[src/rtl/snn_pkg.sv]
// snn_pkg: shared widths, arbiter state encoding and event source encoding
package snn_pkg;
  localparam int NEURON_WIDTH = 11;
  localparam int BT_WIDTH     = 36;
  localparam int COUNT_WIDTH  = 16;
  typedef enum logic [2:0] {IDLE, SELECT, FETCH, PRESENT, DONE} state_t;
  typedef enum logic {SRC_INPUT = 1'b0, SRC_AUX = 1'b1} src_t;
endpackage

[src/rtl/spike_head_select.sv]
// spike_head_select: picks the eligible FIFO head with the earliest BT, Input wins ties
module spike_head_select
  import snn_pkg::*;
#(
  parameter int W = snn_pkg::BT_WIDTH
) (
  input  logic [W-1:0] i_in_head,
  input  logic         i_in_empty,
  input  logic [W-1:0] i_aux_head,
  input  logic         i_aux_empty,
  input  logic [W-1:0] i_cur_bt,
  output logic         o_any_eligible,
  output src_t         o_winner
);
  logic w_in_ok, w_aux_ok;
  // a head is eligible when present and not in the future; Aux only wins on a strictly earlier BT
  always_comb begin
    w_in_ok        = !i_in_empty && (i_in_head <= i_cur_bt);
    w_aux_ok       = !i_aux_empty && (i_aux_head <= i_cur_bt);
    o_any_eligible = w_in_ok || w_aux_ok;
    o_winner       = (w_aux_ok && (!w_in_ok || i_aux_head < i_in_head)) ? SRC_AUX : SRC_INPUT;
  end
endmodule

[src/rtl/spike_event_arbiter.sv]
// spike_event_arbiter: drains Input/Aux spike FIFOs in BT order onto a valid/ready event port
module spike_event_arbiter #(
  parameter int NEURON_WIDTH = snn_pkg::NEURON_WIDTH,
  parameter int BT_WIDTH     = snn_pkg::BT_WIDTH,
  parameter int COUNT_WIDTH  = snn_pkg::COUNT_WIDTH
) (
  input  logic                    Clock,
  input  logic                    Reset,
  input  logic                    Enable,
  input  logic [BT_WIDTH-1:0]     Current_BT,
  input  logic [BT_WIDTH-1:0]     InBT_Head,
  input  logic                    InIsQueueEmpty,
  input  logic [BT_WIDTH-1:0]     InBTOut,
  input  logic [NEURON_WIDTH-1:0] InNIDOut,
  output logic                    InDequeue,
  input  logic [BT_WIDTH-1:0]     AuxBT_Head,
  input  logic                    AuxIsQueueEmpty,
  input  logic [BT_WIDTH-1:0]     AuxBTOut,
  input  logic [NEURON_WIDTH-1:0] AuxNIDOut,
  output logic                    AuxDequeue,
  output logic                    EventValid,
  input  logic                    EventReady,
  output logic [BT_WIDTH-1:0]     EventBT,
  output logic [NEURON_WIDTH-1:0] EventNID,
  output logic                    EventSource,
  output logic [COUNT_WIDTH-1:0]  EventCount,
  output logic                    DrainComplete
);
  import snn_pkg::*;
  state_t                  r_state, w_next;
  src_t                    r_src, w_winner;
  logic                    w_any, w_take;
  logic                    r_valid, r_done;
  logic [BT_WIDTH-1:0]     r_bt;
  logic [NEURON_WIDTH-1:0] r_nid;
  logic [COUNT_WIDTH-1:0]  r_count;
  spike_head_select #(.W(BT_WIDTH)) u_sel (
    .i_in_head     (InBT_Head),
    .i_in_empty    (InIsQueueEmpty),
    .i_aux_head    (AuxBT_Head),
    .i_aux_empty   (AuxIsQueueEmpty),
    .i_cur_bt      (Current_BT),
    .o_any_eligible(w_any),
    .o_winner      (w_winner)
  );
  // state register
  always_ff @(posedge Clock or negedge Reset)
    if (!Reset) r_state <= IDLE;
    else        r_state <= w_next;
  // next state: an in-flight event always completes before Enable low returns to IDLE
  always_comb begin
    w_next = r_state;
    case (r_state)
      IDLE:    w_next = Enable ? SELECT : IDLE;
      SELECT:  w_next = !Enable ? IDLE : (w_any ? FETCH : DONE);
      FETCH:   w_next = PRESENT;
      PRESENT: w_next = !EventReady ? PRESENT : (Enable ? SELECT : IDLE);
      DONE:    w_next = Enable ? DONE : IDLE;
      default: w_next = IDLE;
    endcase
  end
  // dequeue pulses: only the winner, only during SELECT, only with something eligible
  always_comb begin
    w_take     = (r_state == SELECT) && Enable && w_any;
    InDequeue  = w_take && (w_winner == SRC_INPUT);
    AuxDequeue = w_take && (w_winner == SRC_AUX);
  end
  // event register, drain counter and completion pulse
  always_ff @(posedge Clock or negedge Reset)
    if (!Reset) begin
      r_src   <= SRC_INPUT;
      r_bt    <= '0;
      r_nid   <= '0;
      r_valid <= 1'b0;
      r_count <= '0;
      r_done  <= 1'b0;
    end else begin
      r_done <= (r_state == SELECT) && (w_next == DONE);
      if (r_state == IDLE && Enable) r_count <= '0;
      if (w_take) r_src <= w_winner;
      if (r_state == FETCH) begin
        r_bt    <= (r_src == SRC_AUX) ? AuxBTOut : InBTOut;
        r_nid   <= (r_src == SRC_AUX) ? AuxNIDOut : InNIDOut;
        r_valid <= 1'b1;
      end
      if (r_state == PRESENT && r_valid && EventReady) begin
        r_valid <= 1'b0;
        r_count <= (r_count == '1) ? r_count : r_count + 1'b1;
      end
    end
  assign EventValid    = r_valid;
  assign EventBT       = r_bt;
  assign EventNID      = r_nid;
  assign EventSource   = r_src;
  assign EventCount    = r_count;
  assign DrainComplete = r_done;
endmodule

[config.mk]
export PLATFORM = sky130hd
export DESIGN_NAME = spike_event_arbiter
export DESIGN_NICKNAME = d
export VERILOG_FILES = /design/src/rtl/snn_pkg.sv /design/src/rtl/spike_head_select.sv /design/src/rtl/spike_event_arbiter.sv
export SDC_FILE = /design/constraint.sdc
export NUM_CORES = 1
export LEC_CHECK = 0
export BUFFER_PORTS_ARGS = -buffer_cell sky130_fd_sc_hd__buf_2
export CELL_PAD_IN_SITES_DETAIL_PLACEMENT = 1
export CELL_PAD_IN_SITES_GLOBAL_PLACEMENT = 2
export CORE_MARGIN = 4
export CORE_UTILIZATION = 26
export CTS_CLUSTER_DIAMETER = 120
export DETAILED_ROUTE_END_ITERATION = 16
export PLACE_DENSITY = 0.83
export SLEW_MARGIN = 30
export SYNTH_ARGS = -nofsm -noshare
export SYNTH_HDL_FRONTEND = slang
export SYNTH_SLANG_ARGS = --single-unit
[constraint.sdc]
create_clock -name Clock -period 2.97 [get_ports Clock]
set_input_delay 0.297 -clock Clock [delete_from_list [all_inputs] [get_ports Clock]]
set_output_delay 0.297 -clock Clock [all_outputs]
set_load 0.005 [all_outputs]
==> Word level (Yosys, flattened, before mapping) <==
Index checks and enable logic that the tools add are counted.
{ "op_classes": {"order_cmp": 3, "n_addsub": 1, "muxes": 14, "n_reduce_logical": 20, "bitwise_logic": 1, "eq_ne": 7} }
{ "ops": {"columns": ["cell", "count"], "rows": [
  ["36-bit <= comparator", 2],
  ["16-bit 2-to-1 mux", 3],
  ["36-bit < comparator", 1],
  ["36-bit 2-to-1 mux", 1],
  ["16-bit by 1-bit adder with 16-bit output (second input constant)", 1],
  ["16-bit equality test (second input constant)", 1],
  ["3-bit case mux with 5 select lines", 1],
  ["1-bit logical AND", 11],
  ["11-bit 2-to-1 mux", 1],
  ["3-bit 2-to-1 mux", 3],
  ["3-bit by 2-bit equality test with 1-bit output (second input constant)", 2],
  ["3-bit equality test (second input constant)", 2],
  ["1-bit 2-to-1 mux", 4],
  ["2-bit nonzero test", 2],
  ["3-bit by 1-bit equality test with 1-bit output (second input constant)", 1],
  ["1-bit zero test", 3],
  ["3-bit zero test", 1],
  ["1-bit logical OR", 2],
  ["2-bit 2-to-1 mux", 1],
  ["2-bit != test (second input constant)", 1],
  ["2-bit AND reduction", 1],
  ["1-bit inverter", 1]
]} }
{ "totals": {"regBits": 69, "input_bits": 208, "elab_cells": 53, "output_inout_bits": 68} }

==> Longest topological paths before layout <==
Gate-level depths: netlist of run 1.
{ "depth": {"ltp_word": 8, "mapped_depth": 10} }

==> Hierarchy <==
From an unflattened synthesis of run 1, not the netlist that was laid out.
{ "unflattened": {"cells_unflattened": 678, "hier_area_um2": 5935.7} }
{ "by_module_without_submodules": {"columns": ["module", "seq_area_each_um2", "n_inst", "cells_per_inst", "area_per_inst_um2"], "rows": [
  ["spike_event_arbiter", 1726.7, 1, 336, 3388.2],
  ["spike_head_select", 0.0, 1, 342, 2547.4]
]} }

==> Worst setup path after synthesis of run 1 <==
OpenSTA, ideal clock, no wires.
{ "synth_path": {"path_kind": "input-to-output", "start": "input port Current_BT[9]", "end": "output port InDequeue", "t_arrival_ps": 2027, "cell_stages": 9, "path_slack_ps": 646, "t_required_ps": 2673, "cell_sequence": "inv_1 -> ha_1 -> and4_1 -> nand4_1 -> a21oi_1 -> a211o_1 -> a2111oi_0 -> nor3_2 -> nor3_1"} }
{ "synth_via": {"elab_chain_cells": 8, "word_cells_on_any_way": 12} }
{ "synth_rtl": {"columns": ["item", "line_no", "source"], "rows": [
  ["start: declaration", "spike_event_arbiter.sv:10", "input logic [BT_WIDTH-1:0] Current_BT,"],
  ["36-bit <= comparator", "spike_head_select.sv:18", "w_in_ok = !i_in_empty && (i_in_head <= i_cur_bt);"],
  ["1-bit logical AND", "spike_head_select.sv:18", null],
  ["1-bit zero test", "spike_head_select.sv:21", "o_winner = (w_aux_ok && (!w_in_ok || i_aux_head < i_in_head)) ? SRC_AUX : SRC_INPUT;"],
  ["1-bit logical OR", "spike_head_select.sv:21", null],
  ["1-bit logical AND", "spike_head_select.sv:21", null],
  ["1-bit 2-to-1 mux", "spike_head_select.sv:21", null],
  ["1-bit inverter", "spike_event_arbiter.sv:65", "InDequeue = w_take && (w_winner == SRC_INPUT);"],
  ["1-bit logical AND *", "spike_event_arbiter.sv:65", null],
  ["end: declaration", "spike_event_arbiter.sv:15", "output logic InDequeue,"]
]} }
Mark *: on every way between the ends. The rest lies on a longest branch, timed or not.

==> Worst setup path in the final report of run 1 <==
{ "layout_path": {"start": "input port Current_BT[25]", "end": "output port InDequeue"} }
The elaborated chain is that of the path after synthesis.

==> results_dict.tcl, run 1 <==
set metrics [dict create \
    cts_setup_buffers 0 \
    clock_path_buffers 2 \
    ys_ff_latch 69 \
    overflow 0 \
    status "finished, final reports clean" \
    cts_tree "yes" \
    syn_area_sq_um 5780 \
    start_kind "input port" \
    power_leakage_nw 4.16 \
    ant_nets 0 \
    initial_core_util_pct 26.5 \
    clock_latency_ns 0.34 \
    final_max_slew_viol_count 0 \
    fin_worst_skew_ns 0.0114 \
    synth-edff-count 0 \
    crit_end "InDequeue" \
    cp_slowest_stage_delay_ns 0.50 \
    synth-compound-area-share_pct 15.6 \
    stdcell_area_sq_um 7860 \
    synth_top_family_by_area "adder cells" \
    hpwl_um 16800 \
    grt_usage_pct 15.2 \
    post-route-period-util_pct 95.5 \
    initialDrtViolationCount 147 \
    fin_ws_ns 0.132 \
    finalSetupViolations 0 \
    ys.flop_type "dfrtp_1" \
    drcViolationCount 0 \
    synth-simple-area-share_pct 15.8 \
    worstSetupPathType "input port to output port" \
    cts_made_buffers 9 \
    yosys.area.top_type "dfrtp_1" \
    place_area_sq_um 7520 \
    syn2layout_area_growth_pct 36.2 \
    slowest_stage "a2111oi_1" \
    r2r_end "EventCount[12]" \
    post-place-ws_ns 0.0319 \
    synthAdderAreaFrac_pct 23.4 \
    final_cell_mix "buf_2, ha_1, a21oi_1, inv_1, nor2_1" \
    yosys-mux-area-fraction_pct 8.15 \
    synth-xor-area-share_pct 0.910 \
    tightest_slew_ns 0.824 \
    async_reset_ff_share_pct 100 \
    tns_ns 0 \
    drt_first_pass_iters 4 \
    stdcell_count 1231 \
    syn_inst 671 \
    relSlewSlack_pct 45.1 \
    grt_pass1_wl_um 30200 \
    synth_nets 987 \
    dieArea_sq_um 24700 \
    rrSetupSlack_ns 0.76 \
    yosys-top-cells-area "dfrtp_1, ha_1, mux2i_1" \
    power_density_nw_per_um2 582 \
    crit_required_ns 2.67 \
    clkTransAtPathRegs_ns 0.06 \
    via_per_inst 4.74 \
    cp-end-kind "output port" \
    num_io_pins 276 \
    cp-startpoint "Current_BT[25]" \
    grt_antenna_before_repair 4 \
    reg2reg_from "r_state[2]" \
    finalNetCount 1261 \
    r2r_cells 8 \
    dp.cells 1214 \
    post_drt_wl_per_cell_um 15.7 \
    die_w_um 157 \
    rsz0062_at_grt "no" \
    cts-root-buf "clkbuf_16" \
    htreeDepth 3 \
    final_common_cell "buf_2" \
    ys_seq_area_share_pct 29.9 \
    cp.arrival_ns 2.54 \
    via_count 5829 \
    io_buffers 275 \
    maxCapViolCount 0 \
    crit_cells 12 \
    synth.distinct_cells 49 \
    grt_start_max_net_pins 79 \
    min_period_ns 2.84 \
    hp-class "input port to async pin" \
    synth.top_cell.area_share_pct 29.9 \
    synth_area_per_cell_sq_um 8.61 \
    first_global_vias 6019 \
    hold_viol 0 \
    fill_cells 2723 \
    core_sq_um 21800 \
    fp-row-count 54 \
    peakVddDrop_mv 0.285 \
    crit_family "compound AO/OA/AOI/OAI gates" \
    fmax_mhz 352 \
    path_buf_inv 3 \
    yosys_warnings 0 \
    wirelength_um 19300 \
    cts.sinks 69 \
    die_h_um 157 \
    drive_above_1_share_pct 32.6 \
    crit_chain "buf_2, inv_1, ha_1, a21oi_1, nor2_1, a211oi_1, o31ai_1, a2111oi_1, a31oi_2, nor3_1, nor3_1, buf_2" \
    crit_fanout 3 \
    place.gp.congestion 0.817 \
]
==> where the power goes <==
part           internal (mW)  leakage, nW  switching, mW  total (mW)
Sequential              1.28        0.800          0.264        1.54
Combinational          0.933         3.21           1.02        1.96
Clock                  0.653        0.146          0.431        1.08
Total                   2.86         4.16           1.72        4.58
==> sequential cells by signal, indices dropped and copies added (netlist names) <==
register / cells
r_state: 3
EventNID: 11
EventSource: 1
DrainComplete: 1
EventCount: 16
EventBT: 36
EventValid: 1
==> synthesized netlist by cell type, types with 2 or more instances <==
master	count
a2111oi_0	5
a211oi_1	7
a21o_1	5
a21oi_1	88
and3_1	5
and4_1	3
buf_1	4
clkbuf_1	15
dfrtp_1	69
ha_1	108
inv_1	77
mux2i_1	47
nand2_1	40
nand2b_1	6
nand3_1	21
nand3b_1	2
nand4_1	17
nor2_1	71
nor2b_1	5
nor3_1	7
nor4_1	2
o211ai_1	4
o21ai_0	27
o21ai_1	2
o31ai_1	2
or3_1	5
xnor2_1	2
xor2_1	4
==> how the worst min path moves through the flow <==
stage | cells after the start | slack, ns | to | from
4_1_cts | 2 | 0.21 | EventCount[6] | Reset
5_1_grt | 2 | 0.12 | EventCount[6] | Reset
6_report | 2 | 0.05 | EventCount[6] | Reset
2_1_floorplan | 0 | 0.001 | DrainComplete | Reset
3_5_place_dp | 1 | 0.49 | EventValid | EventValid
3_3_place_gp | 1 | 0.50 | EventValid | EventValid
==> worst reg2reg max path: stages (launching register included) <==
cell	delay, ns
dfrtp_1	0.42
nor2b_1	0.28
nand4_1	0.20
a41o_4	0.36
or3_4	0.37
nor2_4	0.12
nand4_1	0.13
xor2_1	0.17
nor2_1	0.05
==> cells by family after synthesis <==
family          count (synthesis)
fa+ha+maj                     108
buf+inv                        97
compound gates                154
simple gates                  190
flops                          69
xor+xnor                        6
mux                            47
==> per-layer routing <==
layer / routed length (um) / vias up / track usage (%)
li1: - / 2935 / -
met1: 8100 / 2693 / 18.6
met2: 9460 / 165 / 26.6
met3: 1390 / 28 / 3.71
met4: 324 / 8 / 4.06
met5: 54 / - / 0
==> stage by stage <==
stage	hold WS [ns]	utilization, %	total power, mW
final	0.0544	36.0	4.58
after global routing	0.122	36.0	4.98
after CTS	0.209	35.8	4.66
after detailed placement	0.494	34.5	3.56
after global placement	0.497	34.5	3.49
after floorplan	0.00141	-	2.63
==> cell type report <==
type,instances,area (sq um),area share (%)
repair buffers,283,1470,18.6
well taps,280,350,4.46
multi-input cells,505,3730,47.4
flip-flops and latches,69,1730,22.0
clock inverters,7,73.8,0.939
clock buffers,9,225,2.86
diodes,1,2.50,0.0318
inverters,77,289,3.68
==> timing repair <==
item,CTS,global route
setup endpoints to repair,0,2
hold buffers,0,0
gates resized for setup,0,8
(Power assumes the default switching activity.)
==> run 2: changes to the inputs <==
--- a/config.mk
+++ b/config.mk
@@ -5,6 +5,7 @@
 export SDC_FILE = /design/constraint.sdc
 export NUM_CORES = 1
 export LEC_CHECK = 0
+export ABC_AREA = 1
 export BUFFER_PORTS_ARGS = -buffer_cell sky130_fd_sc_hd__buf_2
 export CELL_PAD_IN_SITES_DETAIL_PLACEMENT = 1
 export CELL_PAD_IN_SITES_GLOBAL_PLACEMENT = 2
@@ -12,7 +13,7 @@
 export CORE_UTILIZATION = 26
 export CTS_CLUSTER_DIAMETER = 120
 export DETAILED_ROUTE_END_ITERATION = 16
-export PLACE_DENSITY = 0.83
+export PLACE_DENSITY = 0.85
 export SLEW_MARGIN = 30
 export SYNTH_ARGS = -nofsm -noshare
 export SYNTH_HDL_FRONTEND = slang
==> run 2 against run 1 <==
The flow now finishes with violations (negative hold slack). Clock power fell by 6%. Clock-buffer cell count up 4. Flip-flop and latch count unchanged. Register-to-register slack gained 0.40 ns. Die area is 6.3% higher. Design area increased by 4.0%. Setup slack improved by 0.45 ns. Critical endpoint is now AuxDequeue. Largest power group unchanged. Highest routed layer unchanged.
==> results_dict.tcl, run 2 <==
set metrics [dict create \
    power_frac_seq_pct 32.4 \
    grt_start_max_net_pins 97 \
    initialDrtViolationCount 155 \
    cts_setup_buffers 0 \
    cts_made_buffers 9 \
    violations "negative hold slack" \
    stdcell_count 1413 \
    clock_path_buffers 2 \
    tightest_slew_ns 0.855 \
    power_leakage_nw 4.56 \
    grt_antenna_before_repair 1 \
    pwr-share-clk_pct 22.4 \
    cts.sinks 69 \
    synth-compound-area-share_pct 11.6 \
    yosys.area.top_type "dfrtp_1" \
    maxCapViolCount 0 \
    htreeDepth 3 \
    switching_share_pct 38.6 \
    place.gp.congestion 0.781 \
    wirelength_um 19700 \
    yosys-mux-area-fraction_pct 7.64 \
    io_buffers 275 \
    synth.most_common_cell "nand2_1" \
    hpwl_um 17100 \
    hp-class "input port to async pin" \
    syn_area_sq_um 6160 \
    synth_top_family_by_area "adder cells" \
    yosys_warnings 0 \
    intPower_mw 2.79 \
    fin_util_pct 34.9 \
    relSlewSlack_pct 43.0 \
    synthAdderAreaFrac_pct 21.9 \
    place_area_sq_um 7890 \
    post-route-period-util_pct 80.3 \
    stdcell_area_sq_um 8180 \
    initial_core_util_pct 26.3 \
    postCtsHoldBufs 0 \
    hold_viol 29 \
    fp-row-count 56 \
    ys.flop_type "dfrtp_1" \
    cp.arrival_ns 2.09 \
    synth-simple-area-share_pct 20.9 \
    p_switching_mw 1.75 \
    final_max_slew_viol_count 0 \
    fin_worst_skew_ns 0.00749 \
    grt_usage_pct 15.0 \
    first_global_vias 6594 \
    peakVddDrop_mv 0.243 \
    hold_ws_ns -0.0354 \
    antenna_cells 0 \
    worstSetupPathType "input port to output port" \
    min_period_ns 2.38 \
    synth_area_per_cell_sq_um 7.54 \
    async_reset_ff_share_pct 100 \
    clkTransAtPathRegs_ns 0.05 \
    synth.top_cell.area_share_pct 28.0 \
    fmax_mhz 420 \
    drive_above_1_share_pct 29.1 \
    cts_tree "yes" \
    tns_ns 0 \
    via_per_inst 4.35 \
    largest_register_ffs 36 \
    synth_nets 1133 \
    synth-edff-count 0 \
    num_io_pins 276 \
    status "complete, but fails checks" \
    power_density_nw_per_um2 556 \
    dp.cells 1397 \
    cts_resized 0 \
    finalNetCount 1405 \
    final_common_cell "buf_2" \
    ys_seq_area_share_pct 28.0 \
    cts-root-buf "clkbuf_16" \
    dieArea_sq_um 26200 \
    die_h_um 162 \
    crit_fanout 3 \
    synth_common_cells "nand2_1, inv_1, ha_1" \
    grt_pass1_wl_um 32300 \
    syn_inst 817 \
    rsz0062_at_grt "no" \
    drt_first_pass_iters 4 \
    final_cell_mix "buf_2, nand2_1, inv_1, ha_1, nor2_1" \
    post_drt_wl_per_cell_um 13.9 \
    ys_ff_latch 69 \
    comb_power_share_pct 45.2 \
    finalSetupViolations 0 \
    die_w_um 162 \
    cp-end-kind "output port" \
    synth.distinct_cells 35 \
    synth-xor-area-share_pct 0.284 \
    clock_latency_ns 0.34 \
    syn2layout_area_growth_pct 32.8 \
    start_kind "input port" \
    yosys-top-cells-area "dfrtp_1, ha_1, nand2_1" \
    crit_required_ns 2.67 \
    drcViolationCount 0 \
    via_count 6141 \
    ant_nets 0 \
    overflow 0 \
    core_sq_um 23400 \
]
-- run 2: cell types whose count changed in the layout (fill, tap and decap cells not counted), sizes merged, moves of 6 or more --
| cell | before | now |
|---|---|---|
| a2111oi | 6 | 0 |
| nand4 | 17 | 8 |
| or3 | 6 | 0 |
| a21oi | 88 | 98 |
| nor2 | 72 | 111 |
| nand2 | 40 | 167 |
| a211oi | 7 | 0 |
| nand2b | 6 | 0 |
| nand3 | 21 | 14 |
| o21ai | 29 | 17 |
| inv | 78 | 133 |
-- run 2: final timing paths --
check                      cells after the start      startpoint             end  slack [ns]
hold / removal                                 1           Reset   EventCount[4]       -0.04
max in group asynchronous                      1           Reset     EventBT[13]        2.53
min in group Clock                             3     InBTOut[16]     EventBT[16]        0.23
setup reg to reg                              11   EventCount[0]  EventCount[14]        1.16
hold reg to reg                                2     EventBT[22]     EventBT[22]        0.52
setup / recovery                              17  Current_BT[35]      AuxDequeue        0.59
-- run 2: per-stage QoR --
stage               setup slack (ns)  power [mW]
CTS                            0.581        4.66
finish                         0.586        4.54
global route                   0.366        4.97
floorplan                       1.15        2.73
detailed placement             0.582        3.60
global placement               0.636        3.53
-- run 2: logic make-up (layout without fill, tap and decap cells) --
group | Yosys count | count (layout)
AND/OR/NAND/NOR | 309 | 309
XOR/XNOR | 2 | 2
multiplexers | 47 | 47
flip-flops | 69 | 69
AO/OA/AOI/OAI | 132 | 132
adder cells (fa/ha/maj) | 108 | 108
buffers and inverters | 150 | 427
-- run 2: metal layers --
metal / vias to the layer above / track usage (%) / part of all wire [%]
met5: - / 0 / 0.066
met4: 2 / 3.00 / 1.2
met2: 126 / 26.6 / 49
met1: 2790 / 18.9 / 45
met3: 21 / 3.15 / 4.8
li1: 3202 / - / -
-- run 2: layout make-up --
class	instances	area [sq um]
Multi-Input combinational cell	598	3850
Clock inverter	3	20.0
Fill cell	3080	15200
Timing Repair Buffer	278	1420
Sequential cell	69	1730
Tap cell	319	399
Inverter	133	499
Clock buffer	13	260
-- run 2: worst max-delay path, cell delays in order --
cell,delay (ns)
buf_2,0.08
inv_1,0.04
ha_1,0.29
nand2_1,0.07
nor2_1,0.16
nand2_1,0.14
nor2_2,0.23
nand3_1,0.10
nand2_1,0.07
nor2_1,0.04
nand2_1,0.06
nand2_1,0.06
nand2_1,0.09
nand2_2,0.07
nand4_1,0.09
inv_1,0.07
buf_2,0.13
-- run 2: power groups by stage --
stage | logic [mW] | clock network, mW | registers [mW]
detailed placement | 2.11 | 0 | 1.48
finish | 2.06 | 1.02 | 1.47
global route | 2.35 | 1.10 | 1.52
global placement | 2.06 | 0 | 1.47
floorplan | 1.22 | 0 | 1.51
CTS | 2.12 | 1.06 | 1.48
